$ cat src/rtl/conversor_int_float_if.sv
// Handshake/bus bundle between an integer source and conversor_int_float.
// master: drives start/data_in; slave: returns busy/done/data_out/status_out.
interface conversor_int_float_if;
  logic        start;
  logic [31:0] data_in;
  logic        busy;
  logic        done;
  logic [31:0] data_out;
  logic [3:0]  status_out;

  modport master (
    output start, data_in,
    input  busy, done, data_out, status_out
  );

  modport slave (
    input  start, data_in,
    output busy, done, data_out, status_out
  );
endinterface

$ cat src/rtl/conversor_int_float.sv
// Signed int32 -> float word {sign, exp[9:0] bias 511, mant[20:0]}, one shift/cycle.
// Ports: clock_100KHz, reset (async low), bus (slave); ROUND_NEAREST_EN = nearest-even.
module conversor_int_float (
  input  logic                  clock_100KHz,
  input  logic                  reset,
  conversor_int_float_if.slave  bus
);
  localparam int BIAS   = 511;
  localparam int EXP_W  = 10;
  localparam int MANT_W = 21;

  localparam logic [EXP_W-1:0] EXP_TOP = EXP_W'(BIAS + 31);

  typedef enum logic [2:0] {
    IDLE, ABS, NORM, ROUND, DONE
  } state_t;

  state_t            state_q, state_d;
  logic [31:0]       in_q, in_d;
  logic              sign_q, sign_d;
  logic [31:0]       mag_q, mag_d;
  logic [5:0]        lz_q, lz_d;
  logic              busy_q, busy_d;
  logic              done_q, done_d;
  logic [31:0]       dout_q, dout_d;
  logic [3:0]        stat_q, stat_d;

  logic [MANT_W-1:0] mant;
  logic [MANT_W-1:0] mant_r;
  logic              carry;
  logic              inc;
  logic              inexact;
  logic [EXP_W-1:0]  exp_r;

  always_comb begin
    mant    = mag_q[30:10];
    inexact = |mag_q[9:0];
`ifdef ROUND_NEAREST_EN
    inc     = mag_q[9] & ((|mag_q[8:0]) | mag_q[10]);
`else
    inc     = 1'b0;
`endif
    {carry, mant_r} = {1'b0, mant} + {{MANT_W{1'b0}}, inc};
    // all-ones mantissa rolling over bumps the exponent
    exp_r = EXP_TOP - {4'd0, lz_q}
          + {{(EXP_W-1){1'b0}}, carry};
  end

  always_comb begin
    state_d = state_q;
    in_d    = in_q;
    sign_d  = sign_q;
    mag_d   = mag_q;
    lz_d    = lz_q;
    done_d  = 1'b0;
    dout_d  = dout_q;
    stat_d  = stat_q;
    unique case (state_q)
      IDLE: begin
        if (bus.start) begin
          in_d    = bus.data_in;
          state_d = ABS;
        end
      end
      ABS: begin
        sign_d = in_q[31];
        // -2^31 negates to itself, which is the right unsigned magnitude
        mag_d  = in_q[31] ? (~in_q + 32'd1) : in_q;
        lz_d   = 6'd0;
        state_d = (mag_d == 32'd0) ? DONE : NORM;
      end
      NORM: begin
        if (mag_q[31]) begin
          state_d = ROUND;
        end else begin
          mag_d = mag_q << 1;
          lz_d  = lz_q + 6'd1;
        end
      end
      ROUND: begin
        dout_d  = {sign_q, exp_r, mant_r};
        stat_d  = inexact ? 4'b1000 : 4'b0001;
        done_d  = 1'b1;
        state_d = DONE;
      end
      DONE: begin
        // zero input arrives here without a pulse; emit it now
        if (!done_q) begin
          dout_d = 32'd0;
          stat_d = 4'b0001;
          done_d = 1'b1;
        end else begin
          state_d = IDLE;
        end
      end
      default: state_d = IDLE;
    endcase
    busy_d = (state_d != IDLE);
  end

  always_ff @(posedge clock_100KHz or negedge reset) begin
    if (!reset) begin
      state_q <= IDLE;
      in_q    <= '0;
      sign_q  <= 1'b0;
      mag_q   <= '0;
      lz_q    <= '0;
      busy_q  <= 1'b0;
      done_q  <= 1'b0;
      dout_q  <= '0;
      stat_q  <= '0;
    end else begin
      state_q <= state_d;
      in_q    <= in_d;
      sign_q  <= sign_d;
      mag_q   <= mag_d;
      lz_q    <= lz_d;
      busy_q  <= busy_d;
      done_q  <= done_d;
      dout_q  <= dout_d;
      stat_q  <= stat_d;
    end
  end

  assign bus.busy       = busy_q;
  assign bus.done       = done_q;
  assign bus.data_out   = dout_q;
  assign bus.status_out = stat_q;
endmodule

$ cat src/flat_wrapper.sv
// flat-port wrapper written by rule: the top's interface ports become plain ports
module conversor_int_float_flat 
  (clock_100KHz, reset, bus_start, bus_data_in, bus_busy, bus_done, bus_data_out, bus_status_out);
  conversor_int_float_if bus_i ();
  input  logic clock_100KHz;
  input  logic reset;
  input wire logic [$bits(bus_i.start)-1:0] bus_start;
  input wire logic [$bits(bus_i.data_in)-1:0] bus_data_in;
  output wire logic [$bits(bus_i.busy)-1:0] bus_busy;
  output wire logic [$bits(bus_i.done)-1:0] bus_done;
  output wire logic [$bits(bus_i.data_out)-1:0] bus_data_out;
  output wire logic [$bits(bus_i.status_out)-1:0] bus_status_out;
  assign bus_i.start = bus_start;
  assign bus_i.data_in = bus_data_in;
  assign bus_busy = bus_i.busy;
  assign bus_done = bus_i.done;
  assign bus_data_out = bus_i.data_out;
  assign bus_status_out = bus_i.status_out;
  conversor_int_float u_core (.clock_100KHz(clock_100KHz), .reset(reset), .bus(bus_i));
endmodule
$ cat config.mk
export PLATFORM = sky130hd
export DESIGN_NAME = conversor_int_float_flat
export DESIGN_NICKNAME = d
export VERILOG_FILES = /design/src/rtl/conversor_int_float_if.sv /design/src/rtl/conversor_int_float.sv /design/src/flat_wrapper.sv
export SDC_FILE = /design/constraint.sdc
export NUM_CORES = 1
export LEC_CHECK = 0
export ABC_AREA = 1
export ABC_CLOCK_PERIOD_IN_PS = 1870
export CAP_MARGIN = 15
export CORE_UTILIZATION = 50
export CTS_CLUSTER_SIZE = 30
export DETAILED_ROUTE_END_ITERATION = 16
export GPL_TIMING_DRIVEN = 0
export HOLD_SLACK_MARGIN = 0.15
export PLACE_DENSITY = 0.74
export SYNTH_ARGS = -nofsm -noshare
export SYNTH_HDL_FRONTEND = slang
export SYNTH_SLANG_ARGS = --single-unit
$ cat constraint.sdc
create_clock -name clock_100KHz -period 1.87 [get_ports clock_100KHz]
set_clock_uncertainty 0.2 [all_clocks]
set_input_delay 0.561 -clock clock_100KHz [delete_from_list [all_inputs] [get_ports clock_100KHz]]
set_output_delay 0.561 -clock clock_100KHz [all_outputs]
set_load 0.005 [all_outputs]
==> results.toml <==
[yosys]
synth_warnings = 0
synth_compound_area_share_pct = 13.4
yosys.area_share.simple_pct = 26.8
synth_edf_count = 0
synthDistinctLibCells = 29
syn_area_per_cell_um2 = 7.81
post-synth-top-count-cell = "nand2_1"
synth_largest_area_cell = "dfrtp_1"
synth_top_family_by_area = "simple AND/OR/NAND/NOR gates"
synth_common_cells = "nand2_1, dfrtp_1, nor2_1, inv_1, nand3_1"
synthAdderAreaFrac_pct = 0.456
synthTopCellsByArea = "dfrtp_1, nand2_1, nor2_1"
synthFlopType = "dfrtp_1"
synthMuxAreaShare_pct = 0
synth-xor-area-share_pct = 0.799
syn-cell-area_um2 = 5480
yosys_register_bits = 110
ys_seq_area_share_pct = 50.2
syn_inst = 702
async_flop_share_pct = 100
synth_top_area_share_pct = 50.2

[clock_network]
cts_inserted_buffers = 9
clk_pin_slew_worst_paths_ns = 0.11
root_buffer = "clkbuf_8"
clockBufferDepth = 2
cts_tree = "done"
clk_latency_ns = 0.39
htree_num_levels = 3
clock-sinks = 110

[floorplanning]
dieWidth_um = 107
core-area_um2 = 10500
initial_core_util_pct = 52.4
io_pins = 73
dieArea_um2 = 11400
placementRows = 37
die_h_um = 107

[power]
vdd_drop_max_mv = 0.813
power_density_nw_per_um2 = 1630
p_leak_nw = 3.53
p_clk_share_pct = 11.7
seq_power_share_pct = 35.8
pwr-share-comb_pct = 52.5
switchingPower_mw = 5.14
cell_internal_pwr_mw = 6.32
switching_share_pct = 44.8

[drt]
drc = 0
drt-initial-drc-count = 248
vias = 5113
drt.antenna.violating_nets = 0
drt_first_pass_iters = 4
wl_per_cell_um = 15.5
post_drt_via_cell_ratio = 5.30
drt_wl_total_mm = 14.9

[global_route]
grt_pass1_vias = 4906
use_met2_pct = 46.4
grt_overflow = 0
grt-busiest-layer = "met2"
use_met1_pct = 37.3
grt_max_degree = 61
grt_pass1_wl_mm = 24.3
antenna_found_initial = 0
use_met3_pct = 2.61
grtUsageTotal_pct = 27.7

[critical_path]
crit_type = "reg2reg"
worst_path_most_repeated_cell = "nand2_1"
r2r_setup_slack_ns = -0.46
max_stage_delay_ns = 0.40
cp-start-kind = "register"
slowest_stage = "dfrtp_1"
required_ns = 1.95
crit_arrival_ns = 2.40
cp_max_fo = 5
endpoint_kind = "register"
crit_chain = "inv_2, buf_4, nand3_4, nor2_4, nand3_2, nand2_2, nand2_1, nand2_1, nand2_1, nor2_1, nand2_1, nor2_2, nand3_1, nand2_1, nand2_1"

[placed_design]
dp_hpwl_mm = 10.9
dp_slack_ns = -0.744
port_buffers = 70
gp_congestion = 0.892

[timing]
worst_pin_slew_ns = 0.665
maxSlewViolCount = 0
fin_crit_ns = 2.33
timing.final.crit_share_pct = 124
rsz0062_at_grt = "true"
slew_headroom_pct = 55.7
fmax_ghz = 0.430
setup_slack_ns = -0.457
hold_viol = 0
finalSetupViolations = 5

[status]
violations = "setup timing"
outcome = "finished, violations left"

[cells_and_area]
drive_above_1_share_pct = 16.7
antennaDiodeCount = 0
syn2layout_area_growth_pct = 27.8
fin_nets = 860
fin_util_pct = 67.0

[flow_run]
drv_cap = 0

[hold_path]
hold_class = "reg2reg"
-- cells by family (layout without fill, tap and decap cells) --
group / Yosys count / in the layout
AND/OR/NAND/NOR: 350 / 350
buffers and inverters: 114 / 239
adder cells (fa/ha/maj): 2 / 2
XOR/XNOR: 5 / 5
AO/OA/AOI/OAI: 120 / 120
other: 1 / 2
flip-flops: 110 / 110
-- worst paths after layout --
path                                         start                 endpoint  depth (start not counted)
setup / recovery                    u_core.in_q[0]          u_core.bus.busy                         15
hold / removal             u_core.bus.data_out[14]  u_core.bus.data_out[14]                          2
setup reg to reg                    u_core.in_q[0]          u_core.bus.busy                         15
hold reg to reg            u_core.bus.data_out[14]  u_core.bus.data_out[14]                          2
max in group asynchronous                    reset         u_core.mag_q[18]                          3
min in group asynchronous                    reset  u_core.bus.data_out[27]                          2
-- through the flow --
| step | hold slack [ns] | total power, mW | instance area, µm² | setup TNS, ns | instances |
|---|---|---|---|---|---|
| floorplan | 0.0654 | 7.47 | 5520 | -0.0906 | 703 |
| global placement | 0.256 | 9.33 | 6390 | -474.19 | 909 |
| detailed placement | 0.260 | 9.47 | 6410 | -35.26 | 910 |
| CTS | 0.294 | 11.1 | 6860 | -1.86 | 959 |
| global route | 0.321 | 12.4 | 7010 | -2.47 | 964 |
| finish | 0.288 | 11.5 | 7010 | -1.27 | 964 |
-- power groups by stage --
stage	Combinational [mW]	Sequential [mW]	Clock (mW)
global placement	5.23	4.09	0
finish	6.01	4.09	1.34
global route	6.68	4.21	1.46
floorplan	3.47	4.00	0
detailed placement	5.35	4.13	0
CTS	5.70	4.05	1.35
-- flip-flops by register name (all words and copies together), names as in the netlist --
signal                 cells
u_core.bus.busy            1
u_core.bus.status_out      2
u_core.bus.data_out       32
u_core.lz_q                6
u_core.state_q             3
u_core.mag_q              32
u_core.bus.done            1
u_core.sign_q              1
u_core.in_q               32
-- placed cells by master (no fill, tap or decap), types with 2 or more instances in the layout --
| cell type | synthesis | layout |
|---|---|---|
| xor2_1 | 5 | 5 |
| dfrtp_1 | 110 | 110 |
| o21ai_2 | 0 | 2 |
| clkbuf_1 | 20 | 3 |
| a21oi_1 | 35 | 35 |
| clkdlybuf4s50_1 | 0 | 33 |
| a22o_1 | 4 | 4 |
| dlygate4sd2_1 | 0 | 36 |
| clkinv_2 | 0 | 2 |
| buf_4 | 4 | 43 |
| nor2_2 | 10 | 10 |
| clkbuf_2 | 0 | 13 |
| nand3b_1 | 2 | 2 |
| o22ai_1 | 2 | 2 |
| nor2_1 | 80 | 72 |
| o21ai_0 | 45 | 45 |
| clkbuf_4 | 0 | 2 |
| a221o_1 | 2 | 2 |
| nand3_4 | 0 | 2 |
| conb_1 | 1 | 2 |
| nand2_2 | 5 | 18 |
| nor2_4 | 1 | 9 |
| inv_2 | 6 | 7 |
| inv_1 | 78 | 77 |
| nand2_1 | 189 | 175 |
| inv_6 | 0 | 2 |
| nand3_1 | 53 | 50 |
| nand4_1 | 4 | 4 |
| clkbuf_8 | 0 | 9 |
| o221ai_1 | 28 | 27 |
| buf_2 | 6 | 6 |
| nand3_2 | 3 | 4 |
-- area by class of cell --
type	instances	area, µm²
clock buffer	10	128
buffer	29	174
tap	136	170
multi-input combinational	479	2450
sequential	110	2750
clock inverter	6	43.8
timing repair buffer	110	976
fill	926	3460
inverter	84	315
-- routing by layer --
layer	part of all wire, %	up-vias
met5	0	-
met4	1.9	0
met3	4.4	22
met2	49	169
met1	45	2401
li1	-	2521
-- repair_timing --
| action | in CTS | in global routing |
|---|---|---|
| resized for setup | 60 | 51 |
| buffers inserted | 33 | 5 |
| pin swaps | 7 | 23 |
| endpoints found under the setup margin | 138 | 84 |
| endpoints found under the hold margin | 50 | 0 |
| hold buffers | 1 | 0 |
-- critical path, delay by kind of cell, from the launching register on --
family	cells	cell delay [ns]
buffers and inverters	2	0.22
flip-flops	1	0.40
AND/OR/NAND/NOR	13	1.38
Note: power is estimated with default switching activity, not from simulation.
